--- src/rtl/bmult_col_acc_if.sv ---
// Product-in / limb-out bus of the column accumulator.
// The accumulator takes the slave side; the upstream sequencer (or a bench) takes the master side.
interface bmult_col_acc_if #(
    parameter int LIMB_W = 20
) ();
    // Handshake: a product is consumed on every rising edge where p_valid=1 and busy=0.
    // There is no back-pressure on the limb side: limb_valid is a one-cycle pulse and
    // the consumer must take the limb in that cycle.
    logic [2*LIMB_W-1:0] p_in;
    logic                p_valid;
    logic                col_end;
    logic                last;
    logic                busy;
    logic [LIMB_W-1:0]   limb_out;
    logic                limb_valid;
    logic                limb_last;

    modport master (
        output p_in, p_valid, col_end, last,
        input  busy, limb_out, limb_valid, limb_last
    );

    modport slave (
        input  p_in, p_valid, col_end, last,
        output busy, limb_out, limb_valid, limb_last
    );
endinterface

--- src/rtl/bmult_col_acc.sv ---
// Column (Comba-order) accumulator behind the 20x20 multiplier: sums partial products per
// column, emits one 20-bit limb per column and a final carry limb in a one-cycle FLUSH.
module bmult_col_acc #(
    parameter int LIMB_W  = 20,
    parameter int GUARD_W = 4
) (
    input  logic                 clk,
    input  logic                 rst,
    bmult_col_acc_if.slave       bus,
    output logic                 ovf,
    output logic                 proto_err,
    output logic [0:0]           dbg_state
);
    localparam int ACC_W = 2*LIMB_W + GUARD_W;

    localparam logic [0:0] ST_ACCUM = 1'b0;
    localparam logic [0:0] ST_FLUSH = 1'b1;

    logic [0:0]        r_state;
    logic [ACC_W-1:0]  r_acc;
    logic [LIMB_W-1:0] r_limb_out;
    logic              r_limb_valid;
    logic              r_limb_last;
    logic              r_ovf;
    logic              r_proto_err;

    logic [ACC_W:0]    w_sum;
    logic [ACC_W-1:0]  w_carry;

    // One extra bit on the sum so a column that exceeds the guard range is detectable.
    assign w_sum   = {1'b0, r_acc} + {{(GUARD_W+1){1'b0}}, bus.p_in};
    assign w_carry = {{(LIMB_W-1){1'b0}}, w_sum[ACC_W:LIMB_W]};

    always_ff @(posedge clk) begin
        if (rst) begin
            r_state      <= ST_ACCUM;
            r_acc        <= '0;
            r_limb_out   <= '0;
            r_limb_valid <= 1'b0;
            r_limb_last  <= 1'b0;
            r_ovf        <= 1'b0;
            r_proto_err  <= 1'b0;
        end else begin
            r_limb_valid <= 1'b0;
            r_limb_last  <= 1'b0;
            case (r_state)
                ST_ACCUM: begin
                    if (bus.p_valid) begin
                        if (w_sum[ACC_W]) begin
                            r_ovf <= 1'b1;
                        end
                        if (bus.col_end) begin
                            r_limb_out   <= w_sum[LIMB_W-1:0];
                            r_limb_valid <= 1'b1;
                            r_acc        <= w_carry;
                            if (bus.last) begin
                                r_state <= ST_FLUSH;
                            end
                        end else begin
                            r_acc <= w_sum[ACC_W-1:0];
                        end
                    end
                end
                ST_FLUSH: begin
                    // Leftover carry becomes the most significant limb; anything above it is lost.
                    r_limb_out   <= r_acc[LIMB_W-1:0];
                    r_limb_valid <= 1'b1;
                    r_limb_last  <= 1'b1;
                    if (|r_acc[ACC_W-1:LIMB_W]) begin
                        r_ovf <= 1'b1;
                    end
                    if (bus.p_valid) begin
                        r_proto_err <= 1'b1;
                    end
                    r_acc   <= '0;
                    r_state <= ST_ACCUM;
                end
                default: begin
                    r_state <= ST_ACCUM;
                end
            endcase
        end
    end

    assign bus.busy       = (r_state == ST_FLUSH);
    assign bus.limb_out   = r_limb_out;
    assign bus.limb_valid = r_limb_valid;
    assign bus.limb_last  = r_limb_last;
    assign ovf            = r_ovf;
    assign proto_err      = r_proto_err;
    assign dbg_state      = r_state;
endmodule
--- src/flat_wrapper.sv ---
// flat-port wrapper written by rule: the top's interface ports become plain ports
module bmult_col_acc_flat 
#(
    parameter int LIMB_W  = 20,
    parameter int GUARD_W = 4
)
  (clk, rst, ovf, proto_err, dbg_state, bus_p_in, bus_p_valid, bus_col_end, bus_last, bus_busy, bus_limb_out, bus_limb_valid, bus_limb_last);
  bmult_col_acc_if #(.LIMB_W(LIMB_W)) bus_i ();
  input  logic clk;
  input  logic rst;
  output logic ovf;
  output logic proto_err;
  output logic [0:0] dbg_state;
  input wire logic [$bits(bus_i.p_in)-1:0] bus_p_in;
  input wire logic [$bits(bus_i.p_valid)-1:0] bus_p_valid;
  input wire logic [$bits(bus_i.col_end)-1:0] bus_col_end;
  input wire logic [$bits(bus_i.last)-1:0] bus_last;
  output wire logic [$bits(bus_i.busy)-1:0] bus_busy;
  output wire logic [$bits(bus_i.limb_out)-1:0] bus_limb_out;
  output wire logic [$bits(bus_i.limb_valid)-1:0] bus_limb_valid;
  output wire logic [$bits(bus_i.limb_last)-1:0] bus_limb_last;
  assign bus_i.p_in = bus_p_in;
  assign bus_i.p_valid = bus_p_valid;
  assign bus_i.col_end = bus_col_end;
  assign bus_i.last = bus_last;
  assign bus_busy = bus_i.busy;
  assign bus_limb_out = bus_i.limb_out;
  assign bus_limb_valid = bus_i.limb_valid;
  assign bus_limb_last = bus_i.limb_last;
  bmult_col_acc #(.LIMB_W(LIMB_W), .GUARD_W(GUARD_W)) u_core (.clk(clk), .rst(rst), .bus(bus_i), .ovf(ovf), .proto_err(proto_err), .dbg_state(dbg_state));
endmodule
--- config.mk ---
export PLATFORM = sky130hd
export DESIGN_NAME = bmult_col_acc_flat
export DESIGN_NICKNAME = d
export VERILOG_FILES = /design/src/rtl/bmult_col_acc_if.sv /design/src/rtl/bmult_col_acc.sv /design/src/flat_wrapper.sv
export SDC_FILE = /design/constraint.sdc
export NUM_CORES = 1
export LEC_CHECK = 0
export BUFFER_PORTS_ARGS = -buffer_cell sky130_fd_sc_hd__buf_2
export CAP_MARGIN = 15
export CORE_MARGIN = 4
export CORE_UTILIZATION = 34
export DETAILED_ROUTE_END_ITERATION = 16
export PLACE_DENSITY = 0.55
export SLEW_MARGIN = 15
export SYNTH_ARGS = -nofsm -noshare
export SYNTH_HDL_FRONTEND = slang
export SYNTH_SLANG_ARGS = --single-unit
export TNS_END_PERCENT = 50
--- constraint.sdc ---
create_clock -name clk -period 8 [get_ports clk]
set_input_delay 0.4 -clock clk [delete_from_list [all_inputs] [get_ports clk]]
set_output_delay 0.4 -clock clk [all_outputs]
set_load 0.03 [all_outputs]
==> metrics.md, run 1 <==
| Metric | Value |
|---|---|
| Vias in the first global route | `just under 5000` |
| Critical path cell sequence | `ha_1 -> fa_1 -> a21oi_1 -> o21ai_1 -> a31oi_2 -> o21ai_2 -> a31oi_2 -> o31ai_1 -> a21oi_1 -> xor2_1 -> o221ai_1` |
| Distinct cell type count after synthesis | `66` |
| Pins Over Slew Limit | `0` |
| Worst path max stage delay | `0.42 ns` |
| Initial antenna violation count | `0` |
| CORE AREA | `roughly 15000 µm²` |
| Worst-margin pin slew | `between 1 and 1.5 ns` |
| Rows | `44` |
| Final nets | `roughly 790` |
| Clk_lat worst skew | `0.35 ns` |
| Peak VDD IR | `105 µV` |
| Overflow after GRT | `0` |
| Root Buffer | `clkbuf_16` |
| CTS Buf Count | `9` |
| Synth Instances | `between 600 and 700` |
| H-tree lvl count | `3` |
| Clk_skew | `about 0.012 ns` |
| Reg2reg setup slack | `roughly 4.8 ns` |
| CP bufs+invs | `0` |
| DRT Wirelength | `around 17000 µm` |
| Initial drt markers | `408` |
| First-pass GRT wire length | `26500 µm` |
| Final hold violation count | `0` |
| Io pins | `between 70 and 80` |
| Clock slew at reported path FFs | `around 0.06 ns` |
| Final setup TNS | `0 ns` |
| N_diodes | `0` |
| Clock buffer depth | `2` |
| Die area | `17200 µm²` |
| Port Buf Inserts | `70` |
| Element type at the critical path end | `register` |
| Syn-to-layout area delta | `14.1%` |
| Final core utilization | `39.9%` |
| Synth Warn # | `0` |
| Worst endpoint required time | `around 8.2 ns` |
| Outcome | `complete, no violations` |
| Post-synth top flop | `dfxtp_1` |
| Part of the Yosys area used for sequential elements | `26.9%` |
| DRT antenna net count | `0` |
| Die Y | `131 µm` |
| CP startpoint kind | `register` |
| #FFs+latches synth | `slightly below 70` |
| Dpl hpwl | `13200 µm` |
| Post-CTS sizing | `0` |
| Clock sinks | `around 70` |
| Final setup vio count | `0` |
| Critical Path Slowest Stage Cell | `fa_1` |
| Power per cell area | `209 nW/µm²` |
| Worst-path maximum fanout | `5` |
| Die Width | `between 100 and 150 µm` |
| DRC errors left | `0` |
| Worst Path Class, Setup | `register to register` |
| DR pass1 iterations | `6` |
| Vias/cell | `roughly 5.7` |
| All-Layer GR Usage | `20.1%` |
| Mapped Nets | `between 700 and 800` |
| Post-synth top cells | `82 x a21oi_1, 69 x dfxtp_1, 66 x nor2_1` |
| Critical Path AT | `~3.4 ns` |
| Fillers | `1508` |
| Slew headroom | `between 30% and 40%` |
| Synth top area share | `a little over a quarter` |
| Avg Inst Size Synth | `~7.7 µm²` |
| CTS tree | `built` |
| Post-synth EDFFs | `0` |
| Largest net degree at the start of global routing | `42` |
| Routability cong. | `~0.92` |
| Asr flop ratio synth | `0%` |
| Leak Pwr | `2.50 nW` |
| Final period util | `approximately two fifths` |
| Most numerous cell in the Yosys netlist | `a21oi_1` |
| Tmin final | `3.23 ns` |
| Cell Area, Synth | `~5000 µm²` |
| Delay-heaviest family, CP | `compound AO/OA/AOI/OAI gates` |
| Vias | `about 5000` |
| Class of the worst hold path | `input pin to register` |
| Fmax | `around 310 MHz` |
| Ranking of synthesized cells by area | `dfxtp_1 27%, ha_1 9.7%, a21oi_1 8.0%` |
| RSZ-0062 raised after global routing | `false` |
| Setup bufs post-CTS | `0` |
| Hold Buf Count CTS | `0` |
| Final Non-Filler Cells | `894` |
| WL per Instance | `19.1 µm` |
| Starting density of the core | `a little over a third` |
| Yosys top cell by area | `dfxtp_1` |
| Share of layout cells above drive strength 1 | `approximately 16%` |
| Max-Cap Viols | `0` |
| Count of placed standard cells including taps | `about 900` |
## sequential cells by signal, summed over array words and instances (netlist names)
name and cells:
u_core.proto_err 1, u_core.bus.limb_valid 1, u_core.bus.busy 1, u_core.ovf 1, u_core.bus.limb_out 20, u_core.r_acc 44
u_core.bus.limb_last 1
## through the flow
| step | setup WS, ns | total power, mW | hold slack, ns | cell area (µm²) |
|---|---|---|---|---|
| after floorplan | 5.34 | 0.677 | 0.435 | 5140 |
| after global placement | 4.61 | 0.781 | 0.446 | 5540 |
| after detailed placement | 4.60 | 0.784 | 0.461 | 5540 |
| after CTS | 4.77 | 1.23 | 0.254 | 5870 |
| after global routing | 4.57 | 1.29 | 0.268 | 5870 |
| final | 4.77 | 1.23 | 0.261 | 5870 |
## per-layer routing
metal | vias up | track usage, % | routed length, µm | part of all wire (%)
li1 | 2534 | - | - | -
met1 | 2395 | 27.3 | 8000 | 47
met2 | 177 | 32.0 | 7790 | 46
met3 | 22 | 4.31 | 941 | 5.5
met4 | 0 | 6.23 | 378 | 2.2
met5 | - | 0 | 0 | 0
## layout by cell type, fill, tap and decap left out, types with 5 or more instances in the layout
cell type / synthesis / layout
nor3_1: 12 / 11
nand2_1: 58 / 58
o21ai_0: 37 / 37
dfxtp_1: 69 / 68
nand4_1: 13 / 13
ha_1: 40 / 40
xor2_1: 17 / 17
o21ai_1: 10 / 10
inv_1: 16 / 16
o22ai_1: 8 / 8
o221ai_1: 5 / 5
nor4_1: 5 / 5
a22oi_1: 11 / 11
a21oi_2: 7 / 7
a41oi_1: 5 / 5
o21bai_1: 7 / 7
and2_1: 6 / 6
nand3_1: 25 / 25
o211ai_1: 6 / 6
clkbuf_16: 0 / 9
a21o_1: 14 / 14
nor2b_1: 6 / 6
a31oi_1: 7 / 7
a21oi_1: 82 / 82
nor2_1: 66 / 66
buf_2: 6 / 70
xnor2_1: 20 / 20
## report_power, final
part	switching [mW]	internal (mW)	total, mW
logic	0.244	0.137	0.381
registers	0.0292	0.372	0.401
clock network	0.172	0.275	0.446
total	0.445	0.784	1.23
## logic make-up after synthesis
| family | count (synthesis) | synth area share (%) |
|---|---|---|
| multiplexers | 6 | 1.22 |
| AND/OR/NAND/NOR | 210 | 19.3 |
| flip-flops | 69 | 26.9 |
| buffers and inverters | 60 | 5.33 |
| XOR/XNOR | 37 | 6.30 |
| adder cells (fa/ha/maj) | 41 | 10.1 |
| AO/OA/AOI/OAI | 242 | 30.9 |
## path summary, 6_finish.rpt
path,startpoint,end,cells after the start
setup / recovery,u_core.r_acc[0],u_core.r_acc[16],11
hold / removal,bus_last,u_core.bus.busy,2
setup reg to reg,u_core.r_acc[0],u_core.r_acc[16],11
hold reg to reg,u_core.proto_err,u_core.proto_err,2
## area by class of cell
class                      count  area (µm²)  area share (%)
clock inverter                 7        98.8            1.68
timing repair buffer          73         373            6.36
tap                          184         230            3.92
clock buffer                   9         225            3.84
multi-input combinational    536        3500            59.6
sequential                    69        1380            23.6
inverter                      16        60.1            1.02
(Power assumes the default switching activity.)
==> run 2, diff against run 1 <==
- PLACE_DENSITY: 0.55 -> 0.57
- clock period: 8 -> 2.7 ns (I/O delays scaled with it)
==> metrics.md, run 2 (synthesis gave the netlist of run 1 again) <==
| Metric | Value |
|---|---|
| Clock sinks | `69 (unchanged)` |
| DRT antenna net count | `0 (unchanged)` |
| Worst endpoint required time | `2.90 ns (-5.31 ns)` |
| Starting density of the core | `35.0% (unchanged)` |
| Leak Pwr | `2.96 nW (+18%)` |
| Final setup TNS | `0 ns (unchanged)` |
| Rows | `44 (unchanged)` |
| WL per Instance | `19.0 µm (-0.57%)` |
| Pre-CTS setup slack | `-0.131 ns (-4.73 ns)` |
| Overflow after GRT | `0 (unchanged)` |
| Syn-to-layout area delta | `36.6%` |
| Min-Delay Path Depth | `4 (+2)` |
| Outcome | `complete, no violations` |
| Final nets | `878 (+11%)` |
| Most frequent cells in the layout | `86 x buf_4, 72 x a21oi_1, 70 x buf_2` |
| Worst-path maximum fanout | `4 (-1)` |
| Final setup vio count | `0 (unchanged)` |
| Initial drt markers | `481 (+18%)` |
| Clock buffer depth | `2 (unchanged)` |
| Final period util | `99.7% (+59 points)` |
| Max-Cap Viols | `0 (unchanged)` |
| Critical Path AT | `2.90 ns (-0.54 ns)` |
| DRT Wirelength | `18700 µm (+9.1%)` |
| Fillers | `1401 (-7.1%)` |
| CTS Buf Count | `9 (unchanged)` |
| Die Y | `131 µm (unchanged)` |
| All-Layer GR Usage | `21.2% (+1.1 points)` |
| Pins Over Slew Limit | `0 (unchanged)` |
| Hold Path Origin | `bus_p_in[0]` |
| Final hold violation count | `0 (unchanged)` |
| Class of the worst hold path | `input pin to register` |
| Io pins | `71 (unchanged)` |
| Share of layout cells above drive strength 1 | `34.9% (+19 points)` |
| R2R depth | `12 (+1)` |
| Power per cell area | `576 nW/µm² (+180%)` |
| Vias/cell | `5.70 (-0.64%)` |
| Routability cong. | `0.939 (+1.7%)` |
| Most common cell after layout, fill and taps aside | `buf_4` |
| Peak VDD IR | `308 µV (+190%)` |
| Max FFs per register | `44 (unchanged)` |
| Worst Path Class, Setup | `register to register` |
| Hold Slack | `0.236 ns (-0.0250 ns)` |
| Initial antenna violation count | `0 (unchanged)` |
| Die Width | `131 µm (unchanged)` |
| Tmin final | `2.69 ns (-0.541 ns)` |
| CP startpoint kind | `register` |
| Clk_lat worst skew | `0.35 ns (about the same)` |
| Worst Setup SP | `u_core.r_acc[1]` |
| Fmax | `372 MHz (+20%)` |
| DRC errors left | `0 (unchanged)` |
| Worst flop-to-flop path startpoint | `u_core.r_acc[1]` |
| Root Buffer | `clkbuf_16` |
| First-pass GRT wire length | `28400 µm (+7.2%)` |
| Clk_skew | `0.00898 ns (-0.00344 ns)` |
| Port Buf Inserts | `70 (unchanged)` |
| DR pass1 iterations | `5 (-1)` |
| CTS tree | `built` |
| Largest net degree at the start of global routing | `42 (unchanged)` |
| Slew headroom | `43.1% (+11 points)` |
| Footprint of the multi-input gates | `3960 µm² (+13%)` |
| Worst-margin pin slew | `0.854 ns (-0.165 ns)` |
| H-tree lvl count | `3 (unchanged)` |
| Vias | `5591 (+9.0%)` |
| Element type at the critical path end | `register` |
| CORE AREA | `14700 µm² (unchanged)` |
| RSZ-0062 raised after global routing | `true` |
| N_diodes | `0 (unchanged)` |
| Dpl hpwl | `14200 µm (+7.7%)` |
| Largest Register | `u_core.r_acc` |
| Register area | `1410 µm² (+1.6%)` |
| Clock slew at reported path FFs | `0.06 ns (about the same)` |
| Die area | `17200 µm² (unchanged)` |
| Vias in the first global route | `5304 (+10%)` |
| Final worst slack | `0.00865 ns (-4.76 ns)` |
==> run 2: changes by cell type in the layout (fill, tap and decap cells not counted), moves of 7 or more <==
cell,change
a21oi_2,+7
ha_1,-16
ha_4,+10
a21oi_1,-10
buf_4,+83
dfxtp_1,-16
dfxtp_2,+15
==> run 2: final timing paths <==
path,end,slack [ns]
max,u_core.r_acc[7],0.009
min,u_core.r_acc[0],0.24
max reg2reg,u_core.r_acc[7],0.009
min reg2reg,u_core.proto_err,0.47
==> run 2: where the power goes <==
group | leakage [nW] | internal [mW] | switching (mW)
clock network | 0.158 | 0.819 | 0.491
registers | 0.571 | 1.11 | 0.0875
logic | 2.23 | 0.682 | 0.858
total | 2.96 | 2.61 | 1.44
==> run 2: metrics by stage <==
stage | utilization, % | instances | total power [mW] | area (µm²)
2_1_floorplan | - | 665 | 2.01 | 5140
3_3_place_gp | 41.4 | 950 | 2.51 | 6080
3_5_place_dp | 41.4 | 950 | 2.52 | 6080
4_1_cts | 44.3 | 969 | 3.87 | 6510
5_1_grt | 47.8 | 981 | 4.23 | 7020
6_report | 47.8 | 981 | 4.04 | 7020
==> run 2: layout make-up <==
| cell class | instances | share of cell area [%] |
|---|---|---|
| Sequential cell | 69 | 20.0 |
| Clock inverter | 6 | 1.35 |
| Timing Repair Buffer | 160 | 14.8 |
| Tap cell | 184 | 3.28 |
| Multi-Input combinational cell | 536 | 56.4 |
| Clock buffer | 10 | 3.26 |
| Inverter | 16 | 0.855 |
==> run 2: timing repair <==
| item | 4_1_cts | 5_1_grt |
|---|---|---|
| endpoints found under the setup margin | 17 | 37 |
| buffers inserted | 2 | 12 |
| pin swaps | 8 | 35 |
| cloned | 0 | 0 |
| hold buffers | 1 | 0 |
| gates resized for setup | 15 | 87 |
| endpoints found under the hold margin | 1 | 0 |
==> run 2: metal layers <==
layer  share of wire (%)  up-vias  GRT usage (%)  routed length, µm
li1                    -     2705              -                  -
met1                  44     2641           28.8               8220
met2                  47      219           33.4               8790
met3                 6.6       26           4.67               1230
met4                 2.3        0           7.14                431
met5                   0        -              0                  0
==> run 2: worst max-delay path, stage by stage (launching register included) <==
cell,delay [ns]
dfxtp_4,0.36
ha_4,0.22
a211oi_2,0.23
o211ai_1,0.19
nand3b_1,0.21
a21oi_4,0.11
nor4_4,0.27
buf_6,0.17
o21ai_4,0.06
a221o_1,0.33
xnor2_1,0.17
buf_4,0.16
o22ai_2,0.07
